--- src/rtl/eeprom_access_arbiter.sv ---
// Round-robin arbiter sharing one serial-EEPROM read/write engine between requesters A and B.
// Latches one request, drives the engine, waits for ACK, covers write recovery, reports done/err.
module eeprom_access_arbiter #(
    parameter logic [15:0] WR_WAIT_CYC = 16'd10000,
    parameter logic [15:0] TIMEOUT_CYC = 16'd50000,
    parameter int unsigned ADDR_W      = 11
) (
    input  logic              CLK,
    input  logic              RESET,
    input  logic              a_req,
    input  logic              a_we,
    input  logic [ADDR_W-1:0] a_addr,
    input  logic [7:0]        a_wdata,
    output logic              a_done,
    output logic              a_err,
    input  logic              b_req,
    input  logic              b_we,
    input  logic [ADDR_W-1:0] b_addr,
    input  logic [7:0]        b_wdata,
    output logic              b_done,
    output logic              b_err,
    output logic [7:0]        rdata,
    output logic              busy,
    output logic              eep_wr,
    output logic              eep_rd,
    output logic [ADDR_W-1:0] eep_addr,
    output logic [7:0]        eep_wdata,
    output logic              eep_data_oe,
    input  logic [7:0]        eep_rdata,
    input  logic              eep_ack
);

    typedef enum logic [4:0] {
        StIdle      = 5'b00001,
        StIssue     = 5'b00010,
        StWaitAck   = 5'b00100,
        StWrRecover = 5'b01000,
        StDone      = 5'b10000
    } state_e;

    state_e            state_q, state_d;
    logic              grant_b_q, grant_b_d;  // current grantee, doubles as last_grant
    logic              we_q, we_d;
    logic [ADDR_W-1:0] addr_q, addr_d;
    logic [7:0]        wdata_q, wdata_d;
    logic [15:0]       tcnt_q, tcnt_d;
    logic [15:0]       wcnt_q, wcnt_d;
    logic              err_q, err_d;
    logic [7:0]        rdata_q, rdata_d;
    logic              wr_q, wr_d;
    logic              rd_q, rd_d;
    logic              oe_q, oe_d;
    logic [ADDR_W-1:0] eaddr_q, eaddr_d;
    logic [7:0]        ewdata_q, ewdata_d;
    logic              tmo_hit;
    logic              rec_end;

    // 17-bit compares so a zero parameter cannot underflow.
    assign tmo_hit = ({1'b0, tcnt_q} + 17'd1) >= {1'b0, TIMEOUT_CYC};
    assign rec_end = ({1'b0, wcnt_q} + 17'd1) >= {1'b0, WR_WAIT_CYC};

    always_comb begin
        state_d   = state_q;
        grant_b_d = grant_b_q;
        we_d      = we_q;
        addr_d    = addr_q;
        wdata_d   = wdata_q;
        tcnt_d    = tcnt_q;
        wcnt_d    = wcnt_q;
        err_d     = err_q;
        rdata_d   = rdata_q;
        wr_d      = wr_q;
        rd_d      = rd_q;
        oe_d      = oe_q;
        eaddr_d   = eaddr_q;
        ewdata_d  = ewdata_q;
        unique case (state_q)
            StIdle: begin
                if (a_req || b_req) begin
                    grant_b_d = b_req && (!a_req || !grant_b_q);
                    we_d      = grant_b_d ? b_we    : a_we;
                    addr_d    = grant_b_d ? b_addr  : a_addr;
                    wdata_d   = grant_b_d ? b_wdata : a_wdata;
                    state_d   = StIssue;
                end
            end
            StIssue: begin
                eaddr_d  = addr_q;
                ewdata_d = wdata_q;
                oe_d     = we_q;
                wr_d     = we_q;
                rd_d     = !we_q;
                tcnt_d   = 16'd0;
                state_d  = StWaitAck;
            end
            StWaitAck: begin
                tcnt_d = (tcnt_q == 16'hFFFF) ? tcnt_q : tcnt_q + 16'd1;
                if (eep_ack) begin
                    wr_d   = 1'b0;
                    rd_d   = 1'b0;
                    oe_d   = 1'b0;
                    wcnt_d = 16'd0;
                    if (!we_q) begin
                        rdata_d = eep_rdata;
                    end
                    state_d = we_q ? StWrRecover : StDone;
                end else if (tmo_hit) begin
                    wr_d    = 1'b0;
                    rd_d    = 1'b0;
                    oe_d    = 1'b0;
                    err_d   = 1'b1;
                    state_d = StDone;
                end
            end
            StWrRecover: begin
                wcnt_d = (wcnt_q == 16'hFFFF) ? wcnt_q : wcnt_q + 16'd1;
                if (rec_end) begin
                    state_d = StDone;
                end
            end
            StDone: begin
                err_d   = 1'b0;
                state_d = StIdle;
            end
            default: state_d = StIdle;
        endcase
    end

    always_ff @(posedge CLK) begin
        if (RESET) begin
            state_q   <= StIdle;
            grant_b_q <= 1'b1;
            we_q      <= 1'b0;
            addr_q    <= '0;
            wdata_q   <= 8'd0;
            tcnt_q    <= 16'd0;
            wcnt_q    <= 16'd0;
            err_q     <= 1'b0;
            rdata_q   <= 8'd0;
            wr_q      <= 1'b0;
            rd_q      <= 1'b0;
            oe_q      <= 1'b0;
            eaddr_q   <= '0;
            ewdata_q  <= 8'd0;
        end else begin
            state_q   <= state_d;
            grant_b_q <= grant_b_d;
            we_q      <= we_d;
            addr_q    <= addr_d;
            wdata_q   <= wdata_d;
            tcnt_q    <= tcnt_d;
            wcnt_q    <= wcnt_d;
            err_q     <= err_d;
            rdata_q   <= rdata_d;
            wr_q      <= wr_d;
            rd_q      <= rd_d;
            oe_q      <= oe_d;
            eaddr_q   <= eaddr_d;
            ewdata_q  <= ewdata_d;
        end
    end

    assign busy        = (state_q != StIdle);
    assign a_done      = (state_q == StDone) && !grant_b_q;
    assign b_done      = (state_q == StDone) && grant_b_q;
    assign a_err       = a_done && err_q;
    assign b_err       = b_done && err_q;
    assign rdata       = rdata_q;
    assign eep_wr      = wr_q;
    assign eep_rd      = rd_q;
    assign eep_addr    = eaddr_q;
    assign eep_wdata   = ewdata_q;
    assign eep_data_oe = oe_q;

endmodule
--- config.mk ---
export PLATFORM = sky130hd
export DESIGN_NAME = eeprom_access_arbiter
export DESIGN_NICKNAME = d
export VERILOG_FILES = /design/src/rtl/eeprom_access_arbiter.sv
export SDC_FILE = /design/constraint.sdc
export NUM_CORES = 1
export LEC_CHECK = 0
export CAP_MARGIN = 5
export CORE_ASPECT_RATIO = 0.9
export CORE_MARGIN = 2
export CORE_UTILIZATION = 30
export CTS_CLUSTER_DIAMETER = 30
export DETAILED_ROUTE_END_ITERATION = 8
export GPL_ROUTABILITY_DRIVEN = 0
export MAX_ROUTING_LAYER = met4
export PLACE_DENSITY_LB_ADDON = 0.2
export SETUP_SLACK_MARGIN = 0.05
export SLEW_MARGIN = 10
export SYNTH_ARGS = -nofsm -noshare
export SYNTH_HDL_FRONTEND = slang
export SYNTH_SLANG_ARGS = --single-unit
--- constraint.sdc ---
create_clock -name CLK -period 2.2 [get_ports CLK]
set_input_delay 0.66 -clock CLK [delete_from_list [all_inputs] [get_ports CLK]]
set_output_delay 0.66 -clock CLK [all_outputs]
set_load 0.05 [all_outputs]
==> results.yml, run 1 <==
yosys:
  synth_simple_gate_area_share_pct: 25.5
  synth_compound_area_share_pct: 22.0
  synth_mux_area_share_pct: 6.47
  synthesis.nets: 599
  syn_area_um2: 4330
  syn_inst: 544
  ys_ff_latch: 88
  synthArstFlopShare_pct: 0
  ys.flop_type: "dfxtp_1"
  ys_seq_area_share_pct: 40.6
  syn_avg_cell_area_um2: 7.97
  synth_cell_types: 57
  synth_top_family_by_area: "simple AND/OR/NAND/NOR gates"
  synth_edf_count: 0
  synth_warnings: 0
  yosys.area.top_type: "dfxtp_1"
  synth_top_area_share_pct: 40.6
  synth_area_leaders: "dfxtp_1 (41%), a21oi_1 (6.7%), mux2i_1 (6.5%), nor2_1 (6.3%), nand2_1 (5.9%)"
  synth_xor_area_share_pct: 0.404
  synthAdderAreaFrac_pct: 0.577
layout:
  final_nets: 710
  diodes: 0
  drive_gt1_share_pct: 20.0
  nFillCells: 1418
  synthToLayoutAreaGrowth_pct: 42.6
  most-common-layout-cells: "dfxtp_1 (80), nand2_1 (68), nor2_1 (67)"
  final_common_cell: "dfxtp_1"
grt:
  grt_max_degree: 45
  grt_util_met2_pct: 24.7
  antenna_found_initial: 0
  grt_use_met1_pct: 22.1
  use_met3_pct: 3.64
  grt_usage_pct: 16.5
  grt_pass1_vias: 4047
  overflow: 0
  grt_pass1_wl_um: 19900
  grt.busiest_layer: "met2"
timing:
  post-route-period-util_pct: 101
  tightest_slew_ns: 0.537
  drv_slew: 0
  rsz0062_at_grt: "true"
  setup_viol: 1
  fmax_mhz: 451
  skew_ns: 0.00982
  post-route-min-period_ns: 2.22
  fin_tns_setup_ns: -0.0175
  finalHoldViolCount: 0
  relSlewSlack_pct: 64.3
  hold_ws_ns: 0.452
  postLayoutSetupSlackWorst_ns: -0.0175
cts:
  clkLatencyLatePin_ns: 0.35
  cts_buffers: 9
  cts_buffer_depth: 2
  htreeDepth: 3
  clock-sinks: 88
  cts_tree: "built"
  cts.clk_slew.worst_paths_ns: 0.07
  clock-root-buffer: "clkbuf_16"
detailed_routing:
  detail_route.wirelength_um: 12200
  vias: 4345
  dr.pass1.iters: 5
  route.antenna.remaining_nets: 0
  viasPerCell: 5.09
  drc: 0
  drt_iter0_drc: 296
  wl_per_cell_um: 14.3
critical_path:
  crit_fanout: 3
  worstSetupStartpointType: "flop"
  worstSetupEndpointType: "output port"
  critPathArrivalTime_ns: 1.56
  crit_required_ns: 1.54
  path_class: "reg -> out"
power:
  pwr_density_cell_nw_per_um2: 657
  power_uw: 4060
  ir_drop_uv: 384
  p_leak_uw: 0.00231
status:
  failed_checks: "setup timing"
  status: "complete, but fails checks"
job:
  maxCapViolCount: 0
placed_design:
  portBuffers: 87
  place_ws_ns: 0.0198
  dp_hpwl_um: 8640
floorplan:
  initial_utilization_pct: 30.8
  die_h_um: 118
  placeableCoreArea_um2: 14100
  die_area_um2: 15400
  die_x_um: 131
  rows: 41
  ios: 88
worst_hold_path:
  hold_class: "reg -> reg"
[synth_stat cells (2+ instances only)]
cell type	number
dfxtp_1	88
nor2_1	73
nand2_1	68
a21oi_1	58
clkbuf_1	31
mux2i_1	28
o21ai_0	26
a211oi_1	23
nand3_1	17
nor3_1	12
a311oi_1	11
and3_1	8
nand4_1	8
a31oi_1	7
or3_1	7
buf_2	6
nor4_1	6
inv_1	5
and2_1	3
nand2b_1	3
nand3b_1	3
nor3b_1	3
o211ai_1	3
o31ai_1	3
a31o_2	2
a32oi_1	2
a41oi_1	2
and4_1	2
and4_2	2
ha_1	2
nor2b_1	2
nor3b_2	2
o311a_1	2
or2_2	2
xnor2_1	2
[worst max-delay path: stages (launching register included)]
cell and delay (ns):
dfxtp_2 0.32, or3_4 0.40, nor3b_4 0.23, inv_2 0.09, buf_8 0.16
[state kept, by name (all words and copies together) (netlist names), 5 cells and up]
| name | count |
|---|---|
| tcnt_q | 16 |
| wcnt_q | 16 |
| eep_wdata | 8 |
| wdata_q | 8 |
| addr_q | 11 |
| state_q | 5 |
| eep_addr | 11 |
| rdata | 8 |
[power breakdown]
group	switching [uW]	internal [uW]
clock	670	871
sequential	68.3	1700
combinational	393	364
[worst paths after layout]
check,start,to,slack (ns),depth (start not counted)
setup / recovery,state_q[1],busy,-0.02,4
hold / removal,eep_addr[8],eep_addr[8],0.45,2
setup reg to reg,state_q[1],wcnt_q[7],0.14,7
hold reg to reg,eep_addr[8],eep_addr[8],0.45,2
[area by class of cell]
class	instances	area [um^2]	share of cell area [%]
tap	193	241	3.91
multi-input combinational	411	2550	41.2
timing repair buffer	140	1290	20.9
clock inverter	4	35.0	0.567
inverter	5	18.8	0.304
clock buffer	12	267	4.31
sequential	88	1780	28.8
[per-stage QoR]
step	instance area, um^2	util (%)	cells
after floorplan	4330	-	544
after global placement	5680	40.4	830
after detailed placement	5680	40.4	830
after CTS	6040	43.0	852
after global routing	6180	44.0	853
final	6180	44.0	853
[what timing repair did]
action	in CTS	in global routing
gates cloned	0	0
resized for setup	39	32
hold buffers	0	0
pin swaps	1	9
setup endpoints to repair	29	33
setup buffers	6	3
[layer usage]
layer / up-vias / share of wire [%] / wire length (um)
met1: 2001 / 48 / 5840
li1: 2212 / - / -
met5: - / 0 / 0
met2: 122 / 45 / 5540
met4: 0 / 1.3 / 160
met3: 10 / 5.4 / 656
[kinds of logic after synthesis]
| logic type | Yosys count |
|---|---|
| fa+ha+maj | 2 |
| buf+inv | 45 |
| flops | 88 |
| mux | 28 |
| compound gates | 151 |
| xor+xnor | 2 |
| simple gates | 228 |
No activity file was read; power rests on OpenSTA's default activity.
==> run 2: changes to the inputs <==
Settings changed: CTS_CLUSTER_DIAMETER 30 to 100, PLACE_DENSITY_LB_ADDON 0.2 to default.
==> run 2 against run 1 <==
Net effect:
- the run now ends clean
- sequential share of layout area grew 0.41 points
- first-iteration DRC count grew 36%
- count of clock-buffer cells in the layout grew 1
- final area shrank 0.79%
- critical endpoint unchanged
==> results.yml, run 2 (synthesis results as in run 1) <==
cts:
  cts_tree: "built"
  clock-root-buffer: "clkbuf_16"
  clock-sinks: 88
  cts.clk_slew.worst_paths_ns: 0.07
  cts_buffers: 9
  clkLatencyLatePin_ns: 0.34
  htreeDepth: 3
  cts_buffer_depth: 2
floorplan:
  placeableCoreArea_um2: 14100
  die_x_um: 131
  die_area_um2: 15400
  die_h_um: 118
  ios: 88
  initial_utilization_pct: 30.8
  rows: 41
timing:
  fmax_mhz: 455
  hold_ws_ns: 0.450
  post-route-min-period_ns: 2.20
  post-route-period-util_pct: 100
  postLayoutSetupSlackWorst_ns: 0.000363
  skew_ns: 0.00782
  setup_viol: 0
  fin_tns_setup_ns: 0
  finalHoldViolCount: 0
  rsz0062_at_grt: "true"
  tightest_slew_ns: 0.534
  drv_slew: 0
  relSlewSlack_pct: 64.5
critical_path:
  crit_fanout: 4
  worstSetupStartpointType: "flop"
  critPathArrivalTime_ns: 1.54
  path_class: "reg -> out"
  crit_required_ns: 1.54
  worstSetupEndpointType: "output port"
  rrSetupSlack_ns: 0.14
job:
  maxCapViolCount: 0
grt:
  grt_util_met2_pct: 25.7
  grt_usage_pct: 16.4
  overflow: 0
  grt_use_met1_pct: 21.6
  grt_max_degree: 41
  grt_pass1_wl_um: 20000
  grt.busiest_layer: "met2"
  antenna_found_initial: 0
  grt_pass1_vias: 4114
  use_met3_pct: 2.32
detailed_routing:
  route.antenna.remaining_nets: 0
  vias: 4457
  dr.pass1.iters: 5
  drt_iter0_drc: 404
  detail_route.wirelength_um: 12400
  wl_per_cell_um: 14.6
  viasPerCell: 5.26
  drc: 0
layout:
  most-common-layout-cells: "dfxtp_1 (73), nor2_1 (68), nand2_1 (68)"
  register_area_um2: 1790
  final_common_cell: "dfxtp_1"
  multi_input_area_um2: 2500
  final_cells: 847
  final_nets: 704
  utilization_pct: 43.6
  nFillCells: 1405
  diodes: 0
  top_regs: "tcnt_q: 16 flops, wcnt_q: 16 flops"
  drive_gt1_share_pct: 18.7
  synthToLayoutAreaGrowth_pct: 41.4
placed_design:
  portBuffers: 87
  dp_hpwl_um: 8670
  place_inst: 826
  place_ws_ns: 0.0426
power:
  ir_drop_uv: 473
  pwr_density_cell_nw_per_um2: 668
  p_leak_uw: 0.00234
worst_hold_path:
  hold_class: "reg -> reg"
status:
  status: "complete, no violations"
## run 2: changes by cell type in the layout (fill, tap and decap cells not counted), sizes merged
cell,previous run,this run
buf,66,59
bufinv,0,1
clkbuf,12,13
clkdlybuf4s50,51,52
clkinv,2,1
dlygate4sd2,23,19
dlymetal6s2s,0,4
inv,7,6
## run 2: final cells by class
class	count	share of cell area (%)
repair buffers	134	20.6
well taps	193	3.94
clock buffers	13	4.41
flip-flops and latches	88	29.2
inverters	5	0.306
multi-input cells	411	40.8
clock inverters	3	0.776
## run 2: timing repair
| item | 4_1_cts | 5_1_grt |
|---|---|---|
| buffers inserted | 5 | 0 |
| cloned | 0 | 0 |
| gates resized for setup | 39 | 28 |
| pin swaps | 2 | 6 |
| hold endpoints to repair | 0 | 0 |
| hold buffers | 0 | 0 |
| endpoints found under the setup margin | 31 | 39 |
## run 2: power by group
| group | total (uW) | internal (uW) | switching, uW |
|---|---|---|---|
| logic | 706 | 332 | 375 |
| clock network | 1610 | 980 | 632 |
| registers | 1770 | 1700 | 76.6 |
| total | 4090 | 3010 | 1080 |
## run 2: final timing paths
path | start | end | depth (start not counted)
worst max-delay path | state_q[1] | busy | 4
worst min-delay path | eep_addr[6] | eep_addr[6] | 2
worst max register to register | wcnt_q[5] | state_q[2] | 8
worst min register to register | eep_addr[6] | eep_addr[6] | 2
## run 2: through the flow
step | area, um^2 | power [uW]
after floorplan | 4330 | 2190
after global placement | 5660 | 2460
after detailed placement | 5660 | 2470
after CTS | 6040 | 4130
after global routing | 6130 | 4280
final | 6130 | 4090
## run 2: worst max-delay path, cell delays in order, from the launching register on
cell and delay (ns):
dfxtp_4 0.36, or3_4 0.39, nor3b_4 0.22, inv_2 0.08
buf_8 0.15
## run 2: metal layers
metal	up-vias	share of wire (%)
li1	2200	-
met1	2088	45
met2	150	48
met3	19	5.4
met4	0	1.7
met5	-	0
==> run 3: changes to the inputs <==
Settings changed: RECOVER_POWER from default to 50.
==> run 3 against run 2 <==
Net effect:
- the run now ends with setup timing left
- first-iteration DRC count fell by 5.7%
- die area unchanged
- critical endpoint unchanged
- sequential share of layout area grew 0.36 points
- register-to-register slack got worse by 0.07 ns
- critical path type unchanged
- worst setup slack lost 0.0020 ns
- sequential power about the same
- non-clock buffer count is the same
- total power fell by 0.50%
- count of clock-buffer cells in the layout did not move
- routed wire length about the same
==> results.yml, run 3 (synthesis results as in run 1) <==
grt:
  grt_pass1_wl_um: 20000
  grt_max_degree: 41
  grt.busiest_layer: "met2"
  grt_pass1_vias: 4114
  grt_util_met2_pct: 25.7
  grt_use_met1_pct: 21.6
  use_met3_pct: 2.32
  overflow: 0
  antenna_found_initial: 0
  grt_usage_pct: 16.4
cts:
  htreeDepth: 3
  cts_buffers: 9
  cts_hold_buf: 0
  clkLatencyLatePin_ns: 0.34
  cts_buffer_depth: 2
  cts_tree: "built"
  cts.clk_slew.worst_paths_ns: 0.07
  clock-root-buffer: "clkbuf_16"
  clock-sinks: 88
detailed_routing:
  wl_per_cell_um: 14.6
  dr.pass1.iters: 5
  detail_route.wirelength_um: 12400
  drc: 0
  route.antenna.remaining_nets: 0
  vias: 4463
  drt_iter0_drc: 381
  viasPerCell: 5.27
floorplan:
  ios: 88
  die_area_um2: 15400
  initial_utilization_pct: 30.8
  rows: 41
  die_x_um: 131
  die_h_um: 118
  placeableCoreArea_um2: 14100
layout:
  synthToLayoutAreaGrowth_pct: 39.6
  diodes: 0
  utilization_pct: 43.0
  drive_gt1_share_pct: 17.4
  final_nets: 704
  most-common-layout-cells: "dfxtp_1 (74), nor2_1 (69), nand2_1 (68)"
  top_regs: "tcnt_q: 16 flops, wcnt_q: 16 flops"
  final_common_cell: "dfxtp_1"
timing:
  drv_slew: 0
  postLayoutSetupSlackWorst_ns: -0.00161
  post-route-min-period_ns: 2.20
  rsz0062_at_grt: "true"
  fmax_mhz: 454
  finalHoldViolCount: 0
  post-route-period-util_pct: 100
  tightest_slew_ns: 0.617
  setup_viol: 1
  hold_ws_ns: 0.451
  skew_ns: 0.00695
  relSlewSlack_pct: 59.0
job:
  maxCapViolCount: 0
power:
  ir_drop_uv: 475
  power_uw: 4070
  pwr_density_cell_nw_per_um2: 673
  p_leak_uw: 0.00223
status:
  status: "complete, but fails checks"
  failed_checks: "setup timing"
placed_design:
  place_ws_ns: 0.0426
  dp_hpwl_um: 8670
  portBuffers: 87
critical_path:
  critPathArrivalTime_ns: 1.54
  path_class: "reg -> out"
  reg2reg_from: "wcnt_q[0]"
  crit_start: "state_q[1]"
  crit_end: "busy"
  crit_fanout: 4
  worstSetupEndpointType: "output port"
  r2r_cells: 8
  worstSetupStartpointType: "flop"
  rrSetupSlack_ns: 0.07
  regToRegEndpoint: "state_q[2]"
  crit_required_ns: 1.54
worst_hold_path:
  hold_class: "reg -> reg"
  min_path_cells: 2
  hold_path.startpoint: "addr_q[1]"
## run 3: where the power goes
| part | leakage, uW | total (uW) | internal (uW) | switching, uW |
|---|---|---|---|---|
| registers | 0.000723 | 1770 | 1700 | 76.8 |
| logic | 0.00135 | 683 | 310 | 373 |
| clock network | 0.000156 | 1610 | 980 | 634 |
| total | 0.00223 | 4070 | 2990 | 1080 |
## run 3: metrics by stage
| step | setup TNS [ns] | area, um^2 | cells |
|---|---|---|---|
| floorplan | 0 | 4330 | 544 |
| global placement | 0 | 5660 | 826 |
| detailed placement | 0 | 5660 | 826 |
| CTS | 0 | 6040 | 847 |
| global route | -0.172 | 6050 | 847 |
| finish | -0.00161 | 6050 | 847 |
## run 3: layout make-up
cell class / instances / area, um^2
Sequential cell: 88 / 1790
Clock inverter: 3 / 47.5
Fill cell: 1415 / 8010
Timing Repair Buffer: 134 / 1180
Multi-Input combinational cell: 411 / 2500
Clock buffer: 13 / 270
Tap cell: 193 / 241
Inverter: 5 / 18.8
## run 3: what timing repair did
action,4_1_cts,5_1_grt
endpoints found under the setup margin,31,39
endpoints found under the hold margin,0,0
pin swaps,2,6
resized for setup,39,28
buffers inserted,5,0
## run 3: worst min path at each step
stage,end,slack (ns)
floorplan,eep_addr[0],0.43
global placement,eep_wdata[2],0.44
detailed placement,eep_addr[1],0.45
CTS,eep_wdata[4],0.45
global route,eep_addr[1],0.46
finish,eep_addr[1],0.45
## run 3: critical path: stages (launching register included)
cell	delay (ns)
dfxtp_4	0.36
or3_4	0.39
nor3b_4	0.22
inv_2	0.08
buf_8	0.15
## run 3: layer usage
metal / routed length (um) / part of all wire (%)
met5: 0 / 0
met4: 218 / 1.8
met3: 591 / 4.8
met2: 5940 / 48
met1: 5610 / 45
